## config.mk

```make
export PLATFORM = sky130hd
export DESIGN_NAME = sr_drive_ctrl
export DESIGN_NICKNAME = d
export VERILOG_FILES = /design/src/rtl/sr_drive_ctrl.sv
export SDC_FILE = /design/constraint.sdc
export NUM_CORES = 1
export LEC_CHECK = 0
export BUFFER_PORTS_ARGS = -buffer_cell sky130_fd_sc_hd__buf_2
export CORE_MARGIN = 2
export CORE_UTILIZATION = 51
export CTS_BUF_LIST = sky130_fd_sc_hd__clkbuf_16
export DETAILED_ROUTE_END_ITERATION = 10
export PLACE_DENSITY = 0.82
export SYNTH_ARGS = -nofsm -noshare
export SYNTH_HDL_FRONTEND = slang
export SYNTH_SLANG_ARGS = --single-unit
```

## constraint.sdc

```tcl
create_clock -name clk -period 2.1 [get_ports clk]
set_clock_uncertainty 0.1 [all_clocks]
set_input_delay 0.21 -clock clk [delete_from_list [all_inputs] [get_ports clk]]
set_output_delay 0.21 -clock clk [all_outputs]
set_load 0.005 [all_outputs]
```

## src/rtl/sr_drive_ctrl.sv

```systemverilog
// sr_drive_ctrl: drives s/r of an external clocked SR flip-flop on request and confirms q/qbar feedback.
// Optional CHECK timeout is compiled in when the macro SR_DRV_TIMEOUT_EN is defined.
module sr_drive_ctrl #(
  parameter int unsigned PULSE_CYCLES = 1,
  parameter int unsigned TIMEOUT      = 8
) (
  input  logic       clk,
  input  logic       reset,
  input  logic       req_valid,
  input  logic [1:0] req_op,
  output logic       req_ready,
  input  logic       q_fb,
  input  logic       qbar_fb,
  output logic       s,
  output logic       r,
  output logic       busy,
  output logic       done,
  output logic       err,
  output logic [1:0] err_code
);

  typedef enum logic [1:0] {ST_IDLE, ST_DRIVE, ST_CHECK, ST_RESP} state_t;

  localparam logic [1:0] OP_HOLD      = 2'b00;
  localparam logic [1:0] OP_SET       = 2'b01;
  localparam logic [1:0] OP_TOGGLE    = 2'b11;
  localparam logic [1:0] ERR_NONE     = 2'b00;
  localparam logic [1:0] ERR_TIMEOUT  = 2'b01;
  localparam logic [1:0] ERR_FEEDBACK = 2'b10;
  localparam logic [3:0] PULSE_LOAD   = 4'(PULSE_CYCLES - 1);

  state_t     r_state;
  logic       r_target;
  logic [3:0] r_pulse_cnt;
  logic       r_s;
  logic       r_r;
  logic       r_done;
  logic       r_err;
  logic [1:0] r_err_code;

  logic w_new_target;
  logic w_fb_bad;
  logic w_fb_match;
  logic w_timeout;

  assign w_new_target = (req_op == OP_SET) || ((req_op == OP_TOGGLE) && !q_fb);
  assign w_fb_bad     = (q_fb == qbar_fb);
  assign w_fb_match   = (q_fb == r_target);

`ifdef SR_DRV_TIMEOUT_EN
  localparam logic [7:0] TIMEOUT_LAST = 8'(TIMEOUT - 1);

  logic [7:0] r_check_cnt;

  // Counts cycles spent in CHECK; cleared in every other state so each command starts at 0.
  always_ff @(posedge clk) begin
    if (reset) begin
      r_check_cnt <= '0;
    end else if (r_state == ST_CHECK) begin
      r_check_cnt <= r_check_cnt + 8'd1;
    end else begin
      r_check_cnt <= '0;
    end
  end

  assign w_timeout = (r_check_cnt == TIMEOUT_LAST);
`else
  // Without the timeout feature CHECK waits for a match or an inconsistency forever.
  assign w_timeout = 1'b0 && (TIMEOUT != 0);
`endif

  always_ff @(posedge clk) begin
    if (reset) begin
      r_state     <= ST_IDLE;
      r_target    <= 1'b0;
      r_pulse_cnt <= '0;
      r_s         <= 1'b0;
      r_r         <= 1'b0;
      r_done      <= 1'b0;
      r_err       <= 1'b0;
      r_err_code  <= ERR_NONE;
    end else begin
      r_done <= 1'b0;
      r_err  <= 1'b0;
      unique case (r_state)
        ST_IDLE: begin
          if (req_valid) begin
            r_err_code <= ERR_NONE;
            if (req_op == OP_HOLD) begin
              r_state <= ST_RESP;
              r_done  <= 1'b1;
            end else begin
              r_target    <= w_new_target;
              r_s         <= w_new_target;
              r_r         <= !w_new_target;
              r_pulse_cnt <= PULSE_LOAD;
              r_state     <= ST_DRIVE;
            end
          end
        end
        ST_DRIVE: begin
          if (r_pulse_cnt == 4'd0) begin
            r_s     <= 1'b0;
            r_r     <= 1'b0;
            r_state <= ST_CHECK;
          end else begin
            r_pulse_cnt <= r_pulse_cnt - 4'd1;
          end
        end
        // Inconsistent feedback outranks a match, which outranks a timeout.
        ST_CHECK: begin
          if (w_fb_bad) begin
            r_err_code <= ERR_FEEDBACK;
            r_done     <= 1'b1;
            r_err      <= 1'b1;
            r_state    <= ST_RESP;
          end else if (w_fb_match) begin
            r_done  <= 1'b1;
            r_state <= ST_RESP;
          end else if (w_timeout) begin
            r_err_code <= ERR_TIMEOUT;
            r_done     <= 1'b1;
            r_err      <= 1'b1;
            r_state    <= ST_RESP;
          end
        end
        ST_RESP: begin
          r_state <= ST_IDLE;
        end
        default: begin
          r_state <= ST_IDLE;
        end
      endcase
    end
  end

  assign req_ready = (r_state == ST_IDLE);
  assign busy      = (r_state != ST_IDLE);
  assign s         = r_s;
  assign r         = r_r;
  assign done      = r_done;
  assign err       = r_err;
  assign err_code  = r_err_code;

endmodule

```

==> impl_metrics.csv <==
group,metric,value,unit
grt,grt_pass1_wl,2220,µm
synth,syn_nets,95,
synth,synthFlopType,"dfxtp_1",
run,maxCapViolations,0,
sta,finalHoldViolCount,0,
floorplanning,die_w,40.9,µm
power,power,893,µW
finish,nNetsFinal,111,
clock_network,cts_num_sinks,12,
clock_network,post-cts-setup-buffer-count,0,
sta,rsz0062_at_grt,"no",
route,wl,1400,µm
finish,multiInputGateArea,395,µm²
placement,gp_congestion,0.763,
floorplanning,start_util,0.539,
grt,gr-total-overflow,0,
setup_path,cp_slowest_stage_delay,330,ps
synth,ys_ff_latch,12,
setup_path,r2r_cells,6,
clock_network,clk_latency,240,ps
route,wl_per_cell,12.4,µm
route,drt_first_iter_violations,13,
sta,timing.fmax,551,MHz
route,drc_errors,0,
placement,io_buffer_count,13,
finish,final_common_cell,"buf_2",
synth,synth_top_area_frac,0.347,
clock_network,root_buffer,"clkbuf_16",
synth,synth-edff-count,0,
floorplanning,die_h,40.9,µm
status,status,"complete, no violations",
floorplanning,coreArea,1280,µm²
synth,syn_avg_cell_area,8.35,µm²
finish,final_area,840,µm²
synth,synth_area_leaders,"dfxtp_1 35%, ha_1 9.0%, a21oi_1 5.8%, inv_1 4.9%, nor2_1 4.3%",
clock_network,cts_made_buffers,3,
setup_path,cp.arrival,1860,ps
finish,fillers,120,
setup_path,crit_type,"flip-flop to flip-flop",
clock_network,cts.repair.resized,0,
sta,timing.final.crit_share,0.865,
setup_path,worstPathCellList,"inv_1, ha_1, buf_4, a221oi_1, o21ai_1, a221oi_1",
grt,grt_usage,0.213,
finish,final_core_util,0.653,
grt,grt_max_degree,15,
grt,antenna_found_initial,0,
clock_network,htreeDepth,1,
synth,synth_cell_type_count,35,
setup_path,crit_required,2140,ps
setup_path,cp-end-kind,"flip-flop",
route,vias,623,
sta,slew_viol_final,0,
synth,syn_inst,83,
route,via_per_inst,5.51,
setup_path,reg2reg_from,"r_state[0]$_SDFFE_PP0P_",
setup_path,worstReg2RegEnd,"r_state[0]$_SDFFE_PP0P_",
synth,async_flop_share,0,
synth,ys_seq_area_frac,0.347,
finish,drive_gt1_frac,0.204,
clock_network,postCtsHoldBufs,0,
power,vdd_drop_max,667,µV
setup_path,crit_buf_inv,2,
floorplanning,row_count,13,
finish,layout_common_cells,"13 x buf_2, 12 x dfxtp_1, 9 x inv_1, 8 x nor2_1, 8 x a21oi_1",
route,postRouteAntennaNets,0,
placement,placed_cell_area,761,µm²
floorplanning,die_area,1670,µm²
route,dr.pass1.iters,4,
setup_path,crit_top_cell,"a221oi_1",
power,p_leak,0.369,nW
setup_path,startpoint,"r_state[0]$_SDFFE_PP0P_",
finish,final-seq-area,240,µm²
synth,yosysWarnings,0,
clock_network,clock_path_buffers,2,
setup_path,slowest_stage,"dfxtp_1",
sta,fin_setup_tns,0,ps
floorplanning,io_pins,15,
power,p_per_area,1060,nW/µm²
setup_path,r2r_slack,280,ps
setup_path,cp-start-kind,"flip-flop",
setup_path,cp-endpoint,"r_state[0]$_SDFFE_PP0P_",
clock_network,clk_pin_slew,40,ps
setup_path,crit_family,"compound AO/OA/AOI/OAI gates",
sta,whs,186,ps
sta,min_period,1820,ps
sta,finalSetupViolCount,0,
synth,syn_area,693,µm²
setup_path,cp_max_fo,7,
finish,syn2layout_area_growth,21.1,%
grt,grt_pass1_vias,535,
clock_network,cts_tree,"yes",
placement,hpwl,1070,µm
finish,n_antenna_cell,0,
synth,yosysTopAreaCell,"dfxtp_1",
min_path,hold_class,"input pin to flip-flop",
setup_path,crit_cells,6,
==> worst register-to-register path, cell delays in order, from the launching register on <==
cell      delay [ps]
dfxtp_1          330
inv_1             70
ha_1             270
buf_4            190
a221oi_1         280
o21ai_1          160
a221oi_1         310
==> routing by layer <==
layer | GRT usage | routed length (µm) | up-vias
li1 | - | - | 328
met3 | 0.0489 | 77 | 5
met1 | 0.262 | 673 | 273
met2 | 0.320 | 609 | 17
met5 | 0 | 0 | -
met4 | 0.150 | 42 | 0
==> state kept, by name, summed over array words and instances, names as in the netlist <==
name and flops:
r_target 1, r 1, r_state 2, r_pulse_cnt 4
err_code 1, err 1, s 1, done 1
==> synth_stat cells, types with 2 or more instances <==
master	count
dfxtp_1	12
inv_1	9
a21oi_1	8
nor2_1	8
ha_1	5
nand2_1	4
o21ai_0	4
nand4_1	3
a221oi_1	2
nand3_1	2
or4_1	2
==> worst min path at each step <==
stage                               from                          end  slack [ps]  cells after the start
final                          req_op[0]        r_target$_SDFFE_PP0P_         190                      3
after global routing           req_op[0]        r_target$_SDFFE_PP0P_         190                      3
after CTS                      req_op[0]        r_target$_SDFFE_PP0P_         190                      3
after detailed placement  s$_SDFFE_PP0P_               s$_SDFFE_PP0P_         370                      2
after global placement    s$_SDFFE_PP0P_               s$_SDFFE_PP0P_         360                      2
after floorplan                    reset  r_pulse_cnt[1]$_SDFFE_PP0P_         210                      1
==> cell families (layout without fill, tap and decap cells) <==
family	count (synthesis)	after routing	share of synthesized area
simple gates	26	26	0.202
fa+ha+maj	5	5	0.0903
xor+xnor	1	1	0.0126
buf+inv	12	27	0.0830
compound gates	24	24	0.229
flops	12	12	0.347
mux	2	2	0.0307
other cells	1	1	0.00541
==> stage by stage <==
stage / cells / setup WS (ps)
finish: 113 / 284
global route: 113 / 173
CTS: 113 / 287
detailed placement: 109 / 291
global placement: 109 / 285
floorplan: 83 / 378
==> layout make-up <==
type | instances | area share
Clock inverter | 1 | 0.00447
Timing Repair Buffer | 14 | 0.0864
Sequential cell | 12 | 0.286
Tap cell | 15 | 0.0224
Clock buffer | 3 | 0.0894
Multi-Input combinational cell | 59 | 0.471
Inverter | 9 | 0.0402
==> report_power, final <==
group	leakage [nW]	internal, mW	switching [mW]
Combinational	0.233	0.117	0.163
Sequential	0.0975	0.252	0.0108
Clock	0.0385	0.251	0.0988
(Power assumes the default switching activity.)
